===== src/rtl/spi_controller.sv =====
// SPI mode-0 initiator: one {rw, addr[6:0], wdata[7:0]} frame per valid/ready handshake, MSB first.
// Define SPI_CTRL_READ_EN to add the CIPO input and the rdata capture for read frames.
`timescale 1ns/1ps
module spi_controller #(
   parameter int CLK_DIV    = 4,
   parameter int GAP_CYCLES = 2
) (
   input  logic       clk,
   input  logic       rst_n,
   input  logic       req_valid,
   output logic       req_ready,
   input  logic       req_rw,
   input  logic [6:0] req_addr,
   input  logic [7:0] req_wdata,
   output logic       busy,
   output logic       done,
   output logic       nCS,
   output logic       SCLK,
   output logic       COPI
`ifdef SPI_CTRL_READ_EN
   ,
   input  logic       CIPO,
   output logic [7:0] rdata
`endif
);

   localparam logic [2:0] S_IDLE  = 3'd0;
   localparam logic [2:0] S_LEAD  = 3'd1;
   localparam logic [2:0] S_HI    = 3'd2;
   localparam logic [2:0] S_LO    = 3'd3;
   localparam logic [2:0] S_TRAIL = 3'd4;
   localparam logic [2:0] S_GAP   = 3'd5;

   localparam logic [7:0] DIV_RELOAD = 8'(CLK_DIV - 1);
   localparam logic [7:0] GAP_RELOAD = 8'(GAP_CYCLES - 1);

   logic [2:0]  state_q, state_d;
   logic [7:0]  div_q, div_d;
   logic [3:0]  bit_q, bit_d;
   logic [15:0] frame_q, frame_d;
   logic        ncs_q, ncs_d;
   logic        sclk_q, sclk_d;
   logic        done_q, done_d;
   logic        phase_end;

`ifdef SPI_CTRL_READ_EN
   logic        rw_q, rw_d;
   logic [7:0]  rx_q, rx_d;
   logic [7:0]  rdata_q, rdata_d;
`endif

   assign phase_end = (div_q == 8'd0);

   always_comb begin
      state_d = state_q;
      div_d   = div_q;
      bit_d   = bit_q;
      frame_d = frame_q;
      ncs_d   = ncs_q;
      sclk_d  = sclk_q;
      done_d  = 1'b0;
`ifdef SPI_CTRL_READ_EN
      rw_d    = rw_q;
      rx_d    = rx_q;
      rdata_d = rdata_q;
`endif
      case (state_q)
         S_IDLE: begin
            if (req_valid) begin
               state_d = S_LEAD;
               div_d   = DIV_RELOAD;
               bit_d   = 4'd15;
               frame_d = {req_rw, req_addr, req_wdata};
               ncs_d   = 1'b0;
               sclk_d  = 1'b0;
`ifdef SPI_CTRL_READ_EN
               rw_d    = req_rw;
               rx_d    = 8'h00;
`endif
            end
         end
         S_LEAD, S_LO: begin
            if (phase_end) begin
               state_d = S_HI;
               div_d   = DIV_RELOAD;
               sclk_d  = 1'b1;
            end else begin
               div_d = div_q - 8'd1;
            end
         end
         S_HI: begin
            if (phase_end) begin
               div_d  = DIV_RELOAD;
               sclk_d = 1'b0;
`ifdef SPI_CTRL_READ_EN
               // HI phases 9..16 carry the peripheral's read byte, MSB first
               if (!rw_q && (bit_q < 4'd8)) begin
                  rx_d = {rx_q[6:0], CIPO};
               end
`endif
               if (bit_q == 4'd0) begin
                  state_d = S_TRAIL;
               end else begin
                  state_d = S_LO;
                  bit_d   = bit_q - 4'd1;
                  frame_d = {frame_q[14:0], 1'b0};
               end
            end else begin
               div_d = div_q - 8'd1;
            end
         end
         S_TRAIL: begin
            if (phase_end) begin
               state_d = S_GAP;
               div_d   = GAP_RELOAD;
               ncs_d   = 1'b1;
               frame_d = 16'h0000;
               done_d  = 1'b1;
`ifdef SPI_CTRL_READ_EN
               if (!rw_q) begin
                  rdata_d = rx_q;
               end
`endif
            end else begin
               div_d = div_q - 8'd1;
            end
         end
         S_GAP: begin
            if (phase_end) begin
               state_d = S_IDLE;
            end else begin
               div_d = div_q - 8'd1;
            end
         end
         default: begin
            state_d = S_IDLE;
            ncs_d   = 1'b1;
            sclk_d  = 1'b0;
            frame_d = 16'h0000;
         end
      endcase
   end

   always_ff @(posedge clk) begin
      if (!rst_n) begin
         state_q <= S_IDLE;
         div_q   <= 8'd0;
         bit_q   <= 4'd0;
         frame_q <= 16'h0000;
         ncs_q   <= 1'b1;
         sclk_q  <= 1'b0;
         done_q  <= 1'b0;
      end else begin
         state_q <= state_d;
         div_q   <= div_d;
         bit_q   <= bit_d;
         frame_q <= frame_d;
         ncs_q   <= ncs_d;
         sclk_q  <= sclk_d;
         done_q  <= done_d;
      end
   end

`ifdef SPI_CTRL_READ_EN
   always_ff @(posedge clk) begin
      if (!rst_n) begin
         rw_q    <= 1'b0;
         rx_q    <= 8'h00;
         rdata_q <= 8'h00;
      end else begin
         rw_q    <= rw_d;
         rx_q    <= rx_d;
         rdata_q <= rdata_d;
      end
   end

   assign rdata = rdata_q;
`endif

   // COPI comes straight from the shift register MSB, which is cleared whenever nCS is high
   assign COPI      = frame_q[15];
   assign nCS       = ncs_q;
   assign SCLK      = sclk_q;
   assign done      = done_q;
   assign req_ready = (state_q == S_IDLE);
   assign busy      = (state_q != S_IDLE);

endmodule


===== config.mk =====
export PLATFORM = sky130hd
export DESIGN_NAME = spi_controller
export DESIGN_NICKNAME = d
export VERILOG_FILES = /design/src/rtl/spi_controller.sv
export SDC_FILE = /design/constraint.sdc
export NUM_CORES = 1
export LEC_CHECK = 0
export ABC_CLOCK_PERIOD_IN_PS = 2400
export CAP_MARGIN = 5
export CORE_UTILIZATION = 51
export DETAILED_ROUTE_END_ITERATION = 8
export HOLD_SLACK_MARGIN = 0.05
export PLACE_DENSITY = 0.74
export SYNTH_ARGS = -nofsm -noshare
export SYNTH_HDL_FRONTEND = slang
export SYNTH_SLANG_ARGS = --single-unit

===== constraint.sdc =====
create_clock -name clk -period 2.4 [get_ports clk]
set_input_delay 0.48 -clock clk [delete_from_list [all_inputs] [get_ports clk]]
set_output_delay 0.48 -clock clk [all_outputs]
set_load 0.05 [all_outputs]

==> Word level (Yosys, flattened, before mapping) <==
Index checks and enable logic that the tools add are counted.
{ "classes": {"addsub": 2, "n_eq_ne": 12, "mux": 27, "bitwise_logic": 3, "reduce_logical": 18} }
{ "op_table": {"columns": ["cell", "count"], "rows": [
  ["$mux 16", 4],
  ["$pmux 16 s4", 1],
  ["$mux 8", 4],
  ["$pmux 8 s4", 1],
  ["$mux 3", 6],
  ["$pmux 3 s5", 1],
  ["$ne 2x2->1 const B", 7],
  ["$mux 4", 3],
  ["$reduce_and 5->1", 2],
  ["$logic_not 8->1", 1],
  ["$pmux 4 s2", 1],
  ["$reduce_and 4->1", 2],
  ["$sub 8x1->8 const B", 1],
  ["$eq 3x2->1 const B", 2],
  ["$eq 3x3->1 const B", 2],
  ["$reduce_and 3->1", 2],
  ["$reduce_or 3->1", 2],
  ["$logic_not 4->1", 1],
  ["$mux 1", 4],
  ["$pmux 1 s4", 1],
  ["$reduce_bool 4->1", 1],
  ["$reduce_or 2->1", 2],
  ["$reduce_or 4->1", 1],
  ["$sub 4x1->4 const B", 1],
  ["7 further kinds", 9]
]} }
{ "totals": {"reg_bits": 34, "input_bits": 19, "out_inout_bits": 6} }

==> Longest topological paths before layout <==
{ "logic_depth": {"word_depth": 4, "ltp_mapped": 8, "depth_no_buf": 6} }

==> Least setup slack after synthesis <==
Ideal clock, no wire load.
{ "synth_timing": {"path_type": "register -> register", "startpoint": "register div_q[0]", "endpoint": "register frame_q[14]", "setup_ps": 70, "arrival_ps": 1877, "t_required_ps": 2330, "slack_ps": 453, "stages_incl_launch_ff": 8, "path_buffers": 1, "synth_period_minus_slack_ps": 1947, "path_cell_list": "dfxtp_1 > inv_1 > ha_1 > nor4b_4 > a211oi_2 > clkbuf_2 > or4_1 > a21oi_1"} }
{ "synth_between": {"elab_chain_len": 3, "word_cells_on_any_way": 4, "cone_classes": "2 x eq/ne; 2 x reduce/logical"} }
{ "synth_rtl": {"columns": ["item", "line", "text"], "rows": [
  ["start: declaration", "38", "logic [7:0] div_q, div_d;"],
  ["start signal: assignment", "155", "div_q <= div_d;"],
  ["$logic_not 8->1 (*)", "52", "assign phase_end = (div_q == 8'd0);"],
  ["$ne 2x2->1 (no line)", null, null],
  ["$reduce_and 5->1 (no line) (*)", null, null],
  ["end signal: assignment", "157", "frame_q <= frame_d;"],
  ["end: declaration", "40", "logic [15:0] frame_q, frame_d;"]
]} }
Every way passes the cells marked *; elsewhere a longest branch is shown, timed or not.
A chain may end at the register's enable or synchronous reset.

==> Worst setup path in the final report <==
{ "layout_timing": {"startpoint": "register div_q[0]", "endpoint": "register frame_q[1]"} }
Same word-level chain as after synthesis.

==> metrics.yaml <==
die:
  die_w_um: 64.8
  dieArea_um2: 4200
  core-area_um2: 3720
  start_util_pct: 54.1
  die_h_um: 64.8
  io_pins: 25
  rows: 22
hold_path:
  hold_depth: 2
  hold_path.class: "reg2reg"
  min_from: "frame_q[0]$_SDFFE_PN0P_"
  whs_endpoint: "frame_q[0]$_SDFFE_PN0P_"
clocking:
  cts_root_buffer: "clkbuf_8"
  clk_pin_slew_ns: 0.07
  cts_tree: "yes"
  clock_sinks: 34
  postCtsHoldBufs: 0
  numCtsBuffers: 5
  htree_num_levels: 2
  insertion_delay_ns: 0.28
  cts_resized: 0
  clock_path_buffers: 2
  cts_setup_buffers: 0
worst_setup_path:
  cp_num_buf_inv: 2
  arrival_ns: 2.46
  ff2ff_setup_slack_ns: 0.16
  startpoint_type: "flop"
  critPathKind: "reg2reg"
  reg2reg_depth: 7
  regToRegStartpoint: "div_q[0]$_SDFFE_PN0P_"
  required_ns: 2.61
  cp-end-kind: "flop"
  r2r_end: "frame_q[1]$_SDFFE_PN0P_"
  slowest_delay_ns: 0.56
  worstPathMaxFanout: 31
  path_cells: "inv_1, ha_1, nor4b_4, a211oi_2, buf_4, or4_1, a21oi_1"
  critical_path.slowest_cell: "or4_1"
  cp_top_family: "simple AND/OR/NAND/NOR gates"
drt:
  wl_mm: 4.68
  drt_iter0_drc: 151
  drcViolationCount: 0
  ant_nets: 0
  vias: 1873
  wl_per_cell_um: 15.8
  via_per_inst: 6.33
  first_pass_iters: 4
logic_synthesis:
  synth-async-reset-ratio_pct: 0
  synth_edf_count: 0
  ys_seq_elements: 34
  yosysWarnings: 0
  synth_area_um2: 2010
  synth.distinct_cells: 50
  yosys_most_used_dff: "dfxtp_1"
  syn_avg_cell_area_um2: 8.81
  synth_cells: 228
  syn-num-nets: 251
  yosysSeqAreaShare_pct: 33.9
finish:
  utilization_pct: 62.9
  n_antenna_cell: 0
  final_common_cell: "dfxtp_1"
  synthToLayoutAreaGrowth_pct: 16.3
  mostFrequentLayoutCells: "34 x dfxtp_1, 25 x a21oi_1, 22 x clkdlybuf4s50_1"
  drive_gt1_share_pct: 12.5
  fin_nets: 271
  fillers: 329
power:
  ir_worst_vdd_v: 0.000650
  power_density_nw_per_um2: 1510
  p_leak_nw: 0.860
  finalPower_w: 0.00353
global_routing:
  grt_pass1_vias: 1700
  antenna_found_initial: 0
  grt-ovfl-total: 0
  grt_max_degree: 32
  grt_pass1_wl_mm: 7.84
  grt_use_total_pct: 24.0
place:
  gp_congestion: 0.805
  port_buffers: 24
  dp_hpwl_mm: 3.06
timing:
  slew_violations: 0
  setup_violations: 0
  hold_violations: 0
  tightest_slew_ns: 0.579
  fin_setup_tns_ns: 0
  period_share_pct: 93.4
  finClkSkew_ns: 0.00415
  rsz0062_at_grt: "no"
  fmax_mhz: 446
  whs_ns: 0.464
  max_slew_margin_pct: 61.3
  period_needed_ns: 2.24
job:
  max_cap_violations: 0
status:
  status: "complete, no violations"
Yosys cell counts, types with 2 or more instances:
library cell	instances	area share, %
nand2_1	16	3.0
o21ai_0	6	1.5
a22oi_1	15	5.6
o21a_1	2	0.75
nor2_1	10	1.9
o211a_1	2	1.0
o221ai_1	2	0.87
o221a_1	2	1.1
ha_1	4	2.5
a31oi_1	3	0.93
nor4_1	2	0.62
o211ai_1	2	0.75
clkbuf_2	2	0.50
a311oi_1	8	3.5
nor3_1	7	1.7
a211oi_2	2	1.2
a21oi_1	25	6.2
buf_2	3	0.75
or4b_1	2	1.0
dlymetal6s2s_1	2	1.2
inv_1	6	1.1
o31ai_1	17	6.4
buf_6	4	2.2
nand3_1	3	0.75
or4_1	16	6.0
clkbuf_1	5	0.93
buf_4	4	1.5
dfxtp_1	34	34
sequential cells by signal, indices dropped and copies added, names as in the netlist:
| name | cells |
|---|---|
| state_q | 3 |
| bit_q | 4 |
| frame_q | 16 |
| done | 1 |
| nCS | 1 |
| div_q | 8 |
| SCLK | 1 |
metal layers:
metal  vias to the layer above  global-route usage, %  share of wire [%]
met1                       886                   32.6                 50
met3                        10                   6.16                4.4
met5                         -                      0                  0
li1                        933                      -                  -
met2                        44                   36.1                 44
met4                         0                   9.17                1.7
through the flow:
step,setup slack (ns),area [µm²],instances
after floorplan,0.453,2010,228
after global placement,0.267,2260,289
after detailed placement,0.228,2260,289
after CTS,0.173,2340,296
after global routing,0.00631,2340,296
final,0.158,2340,296
worst min-delay path: stages, from the launching register on:
cell and delay, ns:
dfxtp_1 0.31, nand2_1 0.05, mux2i_1 0.05
cell families (layout without fill, tap and decap cells):
family | count (synthesis) | count (layout) | share of synthesized area [%]
DFF | 34 | 34 | 33.9
and+or+nand+nor | 68 | 68 | 20.7
AOI/OAI and AO/OA | 91 | 91 | 32.5
xor gates and xnor gates | 1 | 1 | 0.436
adders and majority gates | 4 | 4 | 2.49
buffers and inverters | 29 | 49 | 9.46
muxes | 1 | 1 | 0.498
worst max-delay path by stage:
| stage | from | to | slack [ns] | depth (start not counted) |
|---|---|---|---|---|
| floorplan | div_q[0]$_SDFFE_PN0P_ | frame_q[14]$_SDFFE_PN0P_ | 0.45 | 7 |
| global placement | req_valid | bit_q[3]$_SDFFE_PN0P_ | 0.27 | 5 |
| detailed placement | div_q[0]$_SDFFE_PN0P_ | frame_q[12]$_SDFFE_PN0P_ | 0.23 | 7 |
| CTS | div_q[0]$_SDFFE_PN0P_ | frame_q[1]$_SDFFE_PN0P_ | 0.17 | 7 |
| global route | div_q[0]$_SDFFE_PN0P_ | frame_q[13]$_SDFFE_PN0P_ | 0.006 | 7 |
| finish | div_q[0]$_SDFFE_PN0P_ | frame_q[1]$_SDFFE_PN0P_ | 0.16 | 7 |
area by class of cell:
type                            instances  area (µm²)  area share, %
Multi-Input combinational cell        165        1150           49.2
Timing Repair Buffer                   35         343           14.7
Tap cell                               48        60.1           2.57
Sequential cell                        34         681           29.1
Inverter                                7        26.3           1.12
Clock buffer                            7        76.3           3.27
report_power, final:
group / internal (W) / total, W / switching [W]
logic: 0.000878 / 0.00210 / 0.00122
registers: 0.000787 / 0.00103 / 0.000243
clock network: 0.000200 / 0.000400 / 0.000200
No activity file was read; power rests on OpenSTA's default activity.
